File: src/rtl/lcd_pkg.sv
// rtl/lcd_pkg.sv - shared types and constants for the LCD write arbiter
package lcd_pkg;

    localparam int LCD_DATA_W = 32;

    typedef enum logic [1:0] {
        ST_IDLE      = 2'd0,
        ST_ISSUE     = 2'd1,
        ST_WAIT_BUSY = 2'd2,
        ST_WAIT_DONE = 2'd3
    } lcd_state_e;

    localparam logic [7:0] LCD_CMD_FUNCTION_SET = 8'h38;
    localparam logic [7:0] LCD_CMD_DISPLAY_ON   = 8'h0C;
    localparam logic [7:0] LCD_CMD_CLEAR        = 8'h01;
    localparam logic [7:0] LCD_CHAR_NEWLINE     = 8'h0A;

endpackage

File: src/rtl/lcd_rr_pick.sv
// rtl/lcd_rr_pick.sv - combinational round-robin selector starting after last_grant
module lcd_rr_pick
    import lcd_pkg::*;
#(
    parameter int NUM_REQ = 2,
    parameter int IDX_W   = $clog2(NUM_REQ)
) (
    input  logic [NUM_REQ-1:0] req,
    input  logic [IDX_W-1:0]   last_grant,
    output logic               any_req,
    output logic [IDX_W-1:0]   grant_idx
);

    int                 pos;
    logic [IDX_W-1:0]   idx;

    // Scan farthest-first so the requester nearest after last_grant overwrites the rest.
    always_comb begin
        any_req   = |req;
        grant_idx = '0;
        pos       = 0;
        idx       = '0;
        for (int k = NUM_REQ; k >= 1; k--) begin
            pos = (int'(last_grant) + k) % NUM_REQ;
            idx = pos[IDX_W-1:0];
            if (req[idx]) begin
                grant_idx = idx;
            end
        end
    end

endmodule

File: src/rtl/lcd_write_arbiter.sv
// rtl/lcd_write_arbiter.sv - round-robin arbiter sharing one LCD character writer
module lcd_write_arbiter
    import lcd_pkg::*;
#(
    parameter int NUM_REQ     = 2,
    parameter int DATA_W      = LCD_DATA_W,
    parameter int TIMEOUT_CYC = 1023
) (
    input  logic                      clk,
    input  logic                      rst,
    input  logic [NUM_REQ-1:0]        req,
    input  logic [NUM_REQ*DATA_W-1:0] req_data,
    input  logic [NUM_REQ-1:0]        req_cd,
    output logic [NUM_REQ-1:0]        ack,
    output logic [NUM_REQ-1:0]        done,
    output logic [DATA_W-1:0]         lcd_data,
    output logic                      lcd_select_cd,
    output logic                      lcd_enable_writing,
    input  logic                      lcd_available,
    output logic                      busy,
    output logic                      timeout_err
);

    localparam int IDX_W = (NUM_REQ > 1) ? $clog2(NUM_REQ) : 1;
    localparam int CNT_W = $clog2(TIMEOUT_CYC + 1);
    localparam logic [CNT_W-1:0] CNT_LAST = CNT_W'(TIMEOUT_CYC - 1);

    lcd_state_e          state_q, state_d;
    logic [IDX_W-1:0]    last_grant_q, last_grant_d;
    logic [CNT_W-1:0]    cnt_q, cnt_d, cnt_inc;
    logic [NUM_REQ-1:0]  ack_q, ack_d, done_q, done_d;
    logic [DATA_W-1:0]   lcd_data_q, lcd_data_d;
    logic                cd_q, cd_d, en_q, en_d, busy_q, busy_d, terr_q, terr_d;
    logic                any_req, timeout_hit;
    logic [IDX_W-1:0]    grant_idx;

    lcd_rr_pick #(.NUM_REQ(NUM_REQ), .IDX_W(IDX_W)) u_pick (
        .req        (req),
        .last_grant (last_grant_q),
        .any_req    (any_req),
        .grant_idx  (grant_idx)
    );

    // Saturating so a stuck writer can never wrap the counter back into range.
    assign cnt_inc     = (cnt_q == CNT_LAST) ? cnt_q : cnt_q + 1'b1;
    assign timeout_hit = (cnt_inc == CNT_LAST);

    always_comb begin
        state_d      = state_q;
        last_grant_d = last_grant_q;
        cnt_d        = cnt_q;
        ack_d        = '0;
        done_d       = '0;
        lcd_data_d   = lcd_data_q;
        cd_d         = cd_q;
        en_d         = en_q;
        busy_d       = busy_q;
        terr_d       = terr_q;
        case (state_q)
            ST_IDLE: begin
                if (lcd_available && any_req) begin
                    state_d          = ST_ISSUE;
                    lcd_data_d       = req_data[grant_idx*DATA_W +: DATA_W];
                    cd_d             = req_cd[grant_idx];
                    last_grant_d     = grant_idx;
                    ack_d[grant_idx] = 1'b1;
                    en_d             = 1'b1;
                    busy_d           = 1'b1;
                end
            end
            ST_ISSUE: begin
                state_d = ST_WAIT_BUSY;
                cnt_d   = '0;
            end
            ST_WAIT_BUSY, ST_WAIT_DONE: begin
                if (state_q == ST_WAIT_BUSY && !lcd_available) begin
                    en_d    = 1'b0;
                    state_d = ST_WAIT_DONE;
                    cnt_d   = '0;
                end else if (state_q == ST_WAIT_DONE && lcd_available) begin
                    done_d[last_grant_q] = 1'b1;
                    busy_d               = 1'b0;
                    state_d              = ST_IDLE;
                end else if (timeout_hit) begin
                    en_d                 = 1'b0;
                    terr_d               = 1'b1;
                    done_d[last_grant_q] = 1'b1;
                    busy_d               = 1'b0;
                    state_d              = ST_IDLE;
                    cnt_d                = cnt_inc;
                end else begin
                    cnt_d = cnt_inc;
                end
            end
            default: state_d = ST_IDLE;
        endcase
    end

    always_ff @(posedge clk) begin
        if (rst) begin
            state_q      <= ST_IDLE;
            last_grant_q <= IDX_W'(NUM_REQ - 1);
            cnt_q        <= '0;
            ack_q        <= '0;
            done_q       <= '0;
            lcd_data_q   <= '0;
            cd_q         <= 1'b0;
            en_q         <= 1'b0;
            busy_q       <= 1'b0;
            terr_q       <= 1'b0;
        end else begin
            state_q      <= state_d;
            last_grant_q <= last_grant_d;
            cnt_q        <= cnt_d;
            ack_q        <= ack_d;
            done_q       <= done_d;
            lcd_data_q   <= lcd_data_d;
            cd_q         <= cd_d;
            en_q         <= en_d;
            busy_q       <= busy_d;
            terr_q       <= terr_d;
        end
    end

    assign ack                = ack_q;
    assign done               = done_q;
    assign lcd_data           = lcd_data_q;
    assign lcd_select_cd      = cd_q;
    assign lcd_enable_writing = en_q;
    assign busy               = busy_q;
    assign timeout_err        = terr_q;

endmodule

File: config.mk
export PLATFORM = sky130hd
export DESIGN_NAME = lcd_write_arbiter
export DESIGN_NICKNAME = d
export VERILOG_FILES = /design/src/rtl/lcd_pkg.sv /design/src/rtl/lcd_rr_pick.sv /design/src/rtl/lcd_write_arbiter.sv
export SDC_FILE = /design/constraint.sdc
export NUM_CORES = 1
export LEC_CHECK = 0
export CAP_MARGIN = 20
export CORE_MARGIN = 8
export CORE_UTILIZATION = 38
export CTS_CLUSTER_DIAMETER = 40
export DETAILED_ROUTE_END_ITERATION = 16
export PLACE_DENSITY_LB_ADDON = 0.05
export SYNTH_ARGS = -nofsm -noshare
export SYNTH_HDL_FRONTEND = slang
export SYNTH_SLANG_ARGS = --single-unit
File: constraint.sdc
create_clock -name clk -period 2.2 [get_ports clk]
set_clock_uncertainty 0.1 [all_clocks]
set_input_delay 0.33 -clock clk [delete_from_list [all_inputs] [get_ports clk]]
set_output_delay 0.33 -clock clk [all_outputs]
set_load 0.01 [all_outputs]
Word-level counts from Yosys, hierarchy flattened. Cells that the tools add are included. W data, S select, Z words.

$add $sub $neg: 3. Order comparisons: 6. Equal/unequal tests: 11. Shift-type cells: 1. Multiplexer cells: 31. Bitwise logic cells: 5. Reduce and logical (&&, ||, !) cells: 19.

Operator list (count): $shiftx A64 B7 Y32 (1); $mux W10 (3); $eq A10 B10 Y1 const B (2); $pmux W10 S2 (1); $mux W1 (16); $mux W2 (6); $reduce_and A4 Y1 (3); $add A10 B1 Y10 const B (1); $ne A3 B3 Y1 const B (3); $lt A1 B2 Y1 const B (4); $pmux W2 S3 (1); $reduce_and A2 Y1 (3); $reduce_or A3 Y1 (2); $logic_and A1 B1 Y1 (5); $not A1 Y1 (5); $eq A2 B2 Y1 const B (2); $ne A2 B2 Y1 const B (2); $ne A4 B4 Y1 const B (1); $pmux W1 S2 (2); $reduce_bool A2 Y1 (2); $reduce_or A2 Y1 (2); $add A1 B1 Y1 const B (2); $demux W1 S1 (2); $eq A2 B1 Y1 const B (1); 3 further kinds (4).

Flip-flop bits (word level): 53. Input bits: 71. Output and inout bits: 40.

Depth between registers and ports, before layout.
Depth after elaboration: 9. Mapped depth: 9.

Cells and area by module. Synthesis repeated with hierarchy kept, for this count alone.

Cells, all modules: 293. Area total of the unflattened synthesis: 2611.3 um^2.

Modules (own cells, without submodules): lcd_write_arbiter (instances 1, cells an instance 291, area an instance 2597.5 um^2, seq. area each 1061.0 um^2); lcd_rr_pick (instances 1, cells an instance 2, area an instance 13.8 um^2, seq. area each 0.0 um^2).

Worst setup path after synthesis. Ideal clock, no wire load.

Path kind: reg2reg. Start: reg cnt_q[0]. End: reg busy_q, in the netlist busy. Setup time: 0.120 ns. Arrival time: 2.104 ns. Data required time: 1.980 ns. Path slack: -0.123 ns. Cell stages (with the launch flop): 10. Path buffers: 1. Cells stage by stage: dfxtp_1 > inv_1 > ha_1 > and3_1 > and3_1 > buf_6 > nand2_1 > o2111ai_1 > o41a_1 > o31a_1.

Word-level cells in the longest chain between the ends: 5.

Ends and longest elaborated chain: from (decl) (line lcd_write_arbiter.sv:30) `logic [CNT_W-1:0] cnt_q, cnt_d, cnt_inc;`; from (signal assigned) (line lcd_write_arbiter.sv:114) `cnt_q <= cnt_d;`; $add A10 B1 Y10 / $eq A10 B10 Y1 (equally long branches) (line lcd_write_arbiter.sv:45) `assign cnt_inc = (cnt_q == CNT_LAST) ? cnt_q : cnt_q + 1'b1;`; $mux W10 * (line lcd_write_arbiter.sv:45); $eq A10 B10 Y1 * (line lcd_write_arbiter.sv:46) `assign timeout_hit = (cnt_inc == CNT_LAST);`; $ne A3 B3 Y1 (no line) *; $reduce_and A4 Y1 (no line) *; to (signal assigned) (line lcd_write_arbiter.sv:120) `busy_q <= busy_d;`; to (decl) (line lcd_write_arbiter.sv:33) `logic cd_q, cd_d, en_q, en_d, busy_q, busy_d, terr_q, terr_d;`.

Every way passes the cells marked *; elsewhere a longest branch is shown, timed or not. A chain may end at the register's enable or synchronous reset.

Worst setup path after layout.
Start: reg cnt_q[0]. End: reg state_q[1].

Word-level cells in the longest chain between the ends: 5.

Ends and longest elaborated chain: $add A10 B1 Y10 / $eq A10 B10 Y1 (equally long branches) (line lcd_write_arbiter.sv:45); $mux W10 * (line lcd_write_arbiter.sv:45); $eq A10 B10 Y1 * (line lcd_write_arbiter.sv:46); $ne A4 B4 Y1 (no line) *; $reduce_and A2 Y1 (no line) *; to (signal assigned) (line lcd_write_arbiter.sv:112) `state_q <= state_d;`; to (decl) (line lcd_write_arbiter.sv:28) `lcd_state_e state_q, state_d;`.

Marked as above.

==> flow_summary_export.csv <==
group,metric,value,unit
run_status,outcome,"finished, violations left",
run_status,violations,"negative setup slack",
global_routing,grtUsageTotal,16.25,%
cts,tritoncts,"built",
synth,synth_cell_type_count,40,
cts,clockRootBuffer,"clkbuf_8",
global_routing,grt_start_max_net_pins,37,
synth,synthAdderAreaFrac,0.9775,%
die,boundaryPins,111,
global_routing,grt_overflow,0,
routing,ant_nets,0,
setup_path,cp.required,2.32,ns
synth,ys_ff_latch,53,
cts,cts_made_buffers,5,
cts,clock_sinks,53,
die,die_area,9619,um^2
timing,max_slew_margin,65.85,%
hold_path,hold_path.class,"flip-flop to flip-flop",
cts,clock_path_buffers,2,
setup_path,ff2ff_setup_slack,-0.06,ns
timing,fin_ws,-0.05719,ns
die,coreArea,6644,um^2
timing,setup_viol,3,
timing,setup_tns,-0.1233,ns
die,die_h,98.08,um
layout,nets,491,
synth,synthesis.area,2560,um^2
hold_path,whs_endpoint,"timeout_err",
global_routing,grt_antenna_before_repair,0,
layout,area_delta_synth_final,61.14,%
layout,final_common_cell,"clkdlybuf4s50_1",
routing,drt_iter0_markers,130,
die,start_util,38.53,%
setup_path,path_max_fanout,5,
layout,drive_gt1_share,15.27,%
global_routing,grt_pass1_vias,2725,
placement,placed_area,3945,um^2
layout,final_cell_mix,"109 x clkdlybuf4s50_1, 50 x dfxtp_1, 47 x nor2_1",
cts,path_clk_slew,0.11,ns
placement,port_buffers,110,
power_and_ir_drop,power_leakage,1.521,nW
cts,cts_hold_buffers,0,
die,fp.dieW,98.08,um
routing,wl_per_cell,15.70,um
synth,synth_warnings,0,
timing,hold_violations,0,
cts,clk_latency,0.31,ns
synth,avgSynthCellArea,8.737,um^2
layout,final_util,62.09,%
routing,dr.pass1.iters,4,
routing,wirelength,7833,um
global_routing,grt_pass1_wl,13040,um
placement,gp_congestion,0.8675,
die,rows,30,
layout,n_antenna_cell,0,
setup_path,start_kind,"flip-flop",
synth,ys_seq_area_share,41.45,%
setup_path,critPathKind,"flip-flop to flip-flop",
hold_path,worstHoldPathCells,1,
timing,finalMaxSlewViolations,0,
timing,whs,0.3726,ns
placement,dp_hpwl,5978,um
layout,fillerInstances,610,
routing,routed_via_density,5.212,
setup_path,r2r_end,"state_q[1]",
power_and_ir_drop,p_total,0.002266,W
timing,fin_crit_sh,102.6,%
synth,synth_compound_area_share,22.09,%
timing,max_freq,443.0,MHz
synth,synth_top_family_by_area,"compound AO/OA/AOI/OAI gates",
synth,synthXorXnorAreaFrac,0.3421,%
synth,synth.mux.area_fraction,13.29,%
setup_path,cp.arrival,2.37,ns
setup_path,critPathCaptureType,"flip-flop",
power_and_ir_drop,vdd_drop_max,0.2862,mV
timing,rsz0062_at_grt,"yes",
cts,htree_levels,2,
layout,final_area,4125,um^2
setup_path,ff2ff_path_depth,8,
synth,synthSimpleGateAreaFrac,16.37,%
synth,synthCells,293,
synth,syn_nets,366,
setup_path,timing.rr.start,"cnt_q[0]",
hold_path,hold_path.startpoint,"timeout_err",
job,drv_cap,0,
power_and_ir_drop,powerDensity,549.4,nW/um^2
timing,worst_slew_pin_slew,0.5123,ns
timing,fin_crit,2.257,ns
routing,num_vias,2601,
routing,drc,0,
## cells by family (layout without fill, tap and decap cells)
kind of cell | count (synthesis) | after routing
multiplexers | 34 | 34
XOR/XNOR | 1 | 1
flip-flops | 53 | 53
AO/OA/AOI/OAI | 81 | 81
AND/OR/NAND/NOR | 90 | 90
buffers and inverters | 32 | 158
adder cells (fa/ha/maj) | 2 | 2
## report_power, final
part	internal (W)	total (W)	leakage [nW]	switching, W
sequential	0.00103	0.00108	0.437	0.0000462
clock	0.000227	0.000576	0.0445	0.000349
combinational	0.000353	0.000612	1.04	0.000260
total	0.00161	0.00227	1.52	0.000655
## flip-flops by register name, summed over array words and instances (netlist names)
register / cells
cnt_q: 10
lcd_enable_writing: 1
lcd_select_cd: 1
ack: 2
done: 2
last_grant_q: 1
lcd_data: 32
timeout_err: 1
state_q: 2
busy: 1
## cell type report
cell class / instances / area [um^2] / area share [%]
multi-input combinational: 208 / 1468 / 35.58
inverter: 7 / 28.78 / 0.6976
clock buffer: 5 / 68.82 / 1.668
sequential: 53 / 1070 / 25.93
clock inverter: 3 / 21.27 / 0.5156
tap: 80 / 100.1 / 2.426
timing repair buffer: 143 / 1369 / 33.18
## worst max path at each step
stage,depth (start not counted),endpoint,start,slack (ns)
2_1_floorplan,9,busy,cnt_q[0],-0.08
3_3_place_gp,8,busy,cnt_q[0],0.02
3_5_place_dp,7,state_q[1],cnt_q[1],-0.04
4_1_cts,7,state_q[1],cnt_q[1],-0.05
5_1_grt,8,state_q[1],cnt_q[0],-0.15
6_report,8,state_q[1],cnt_q[0],-0.06
## synth_stat cells, drive strengths merged
library cell	n	area (um^2)
o31ai	1	7.510
and2	1	6.260
o2111ai	1	8.760
a21o	1	7.510
nor3	7	35.03
xor2	1	8.760
nor4	5	31.28
nor4b	1	15.01
o31a	3	26.28
nand2	8	30.03
a41oi	2	17.52
o211ai	1	7.510
and3	6	37.54
a31oi	4	25.02
buf	10	57.55
a311o	1	10.01
mux2i	34	340.3
o221a	1	11.26
ha	2	25.02
nand3	8	40.04
o21a	4	30.03
a21oi	17	85.08
dfxtp	53	1061
o21ai	5	25.02
nor2	47	176.4
inv	7	26.28
clkbuf	15	56.30
nand3b	1	7.510
a21boi	2	15.01
a211oi	35	262.8
or2	1	6.260
o41a	1	11.26
a22oi	2	15.01
nand4	2	12.51
or3	1	6.260
nor3b	2	15.01
## per-layer routing
metal	global-route usage (%)	wire [um]	up-vias
met5	0	0	-
met4	5.516	116	0
met3	7.326	675	10
met2	27.29	3691	76
met1	17.74	3349	1191
li1	-	-	1324
## per-stage QoR
step,instances,setup slack [ns]
after floorplan,293,-0.07568
after global placement,488,0.01790
after detailed placement,488,-0.04325
after CTS,500,-0.04811
after global routing,499,-0.1544
final,499,-0.05719
## timing repair
action / 4_1_cts / 5_1_grt
pin swaps: 2 / 6
buffers inserted: 4 / 0
endpoints found under the setup margin: 3 / 7
gates resized for setup: 8 / 5
## worst max-delay path: stages (launching register included)
cell	delay (ns)
dfxtp_4	0.38
buf_4	0.15
nand3_1	0.15
buf_4	0.14
o21a_1	0.12
nor3_2	0.04
a311o_1	0.35
o41a_1	0.45
o31a_1	0.27
Power figures use the tool's default switching activity.
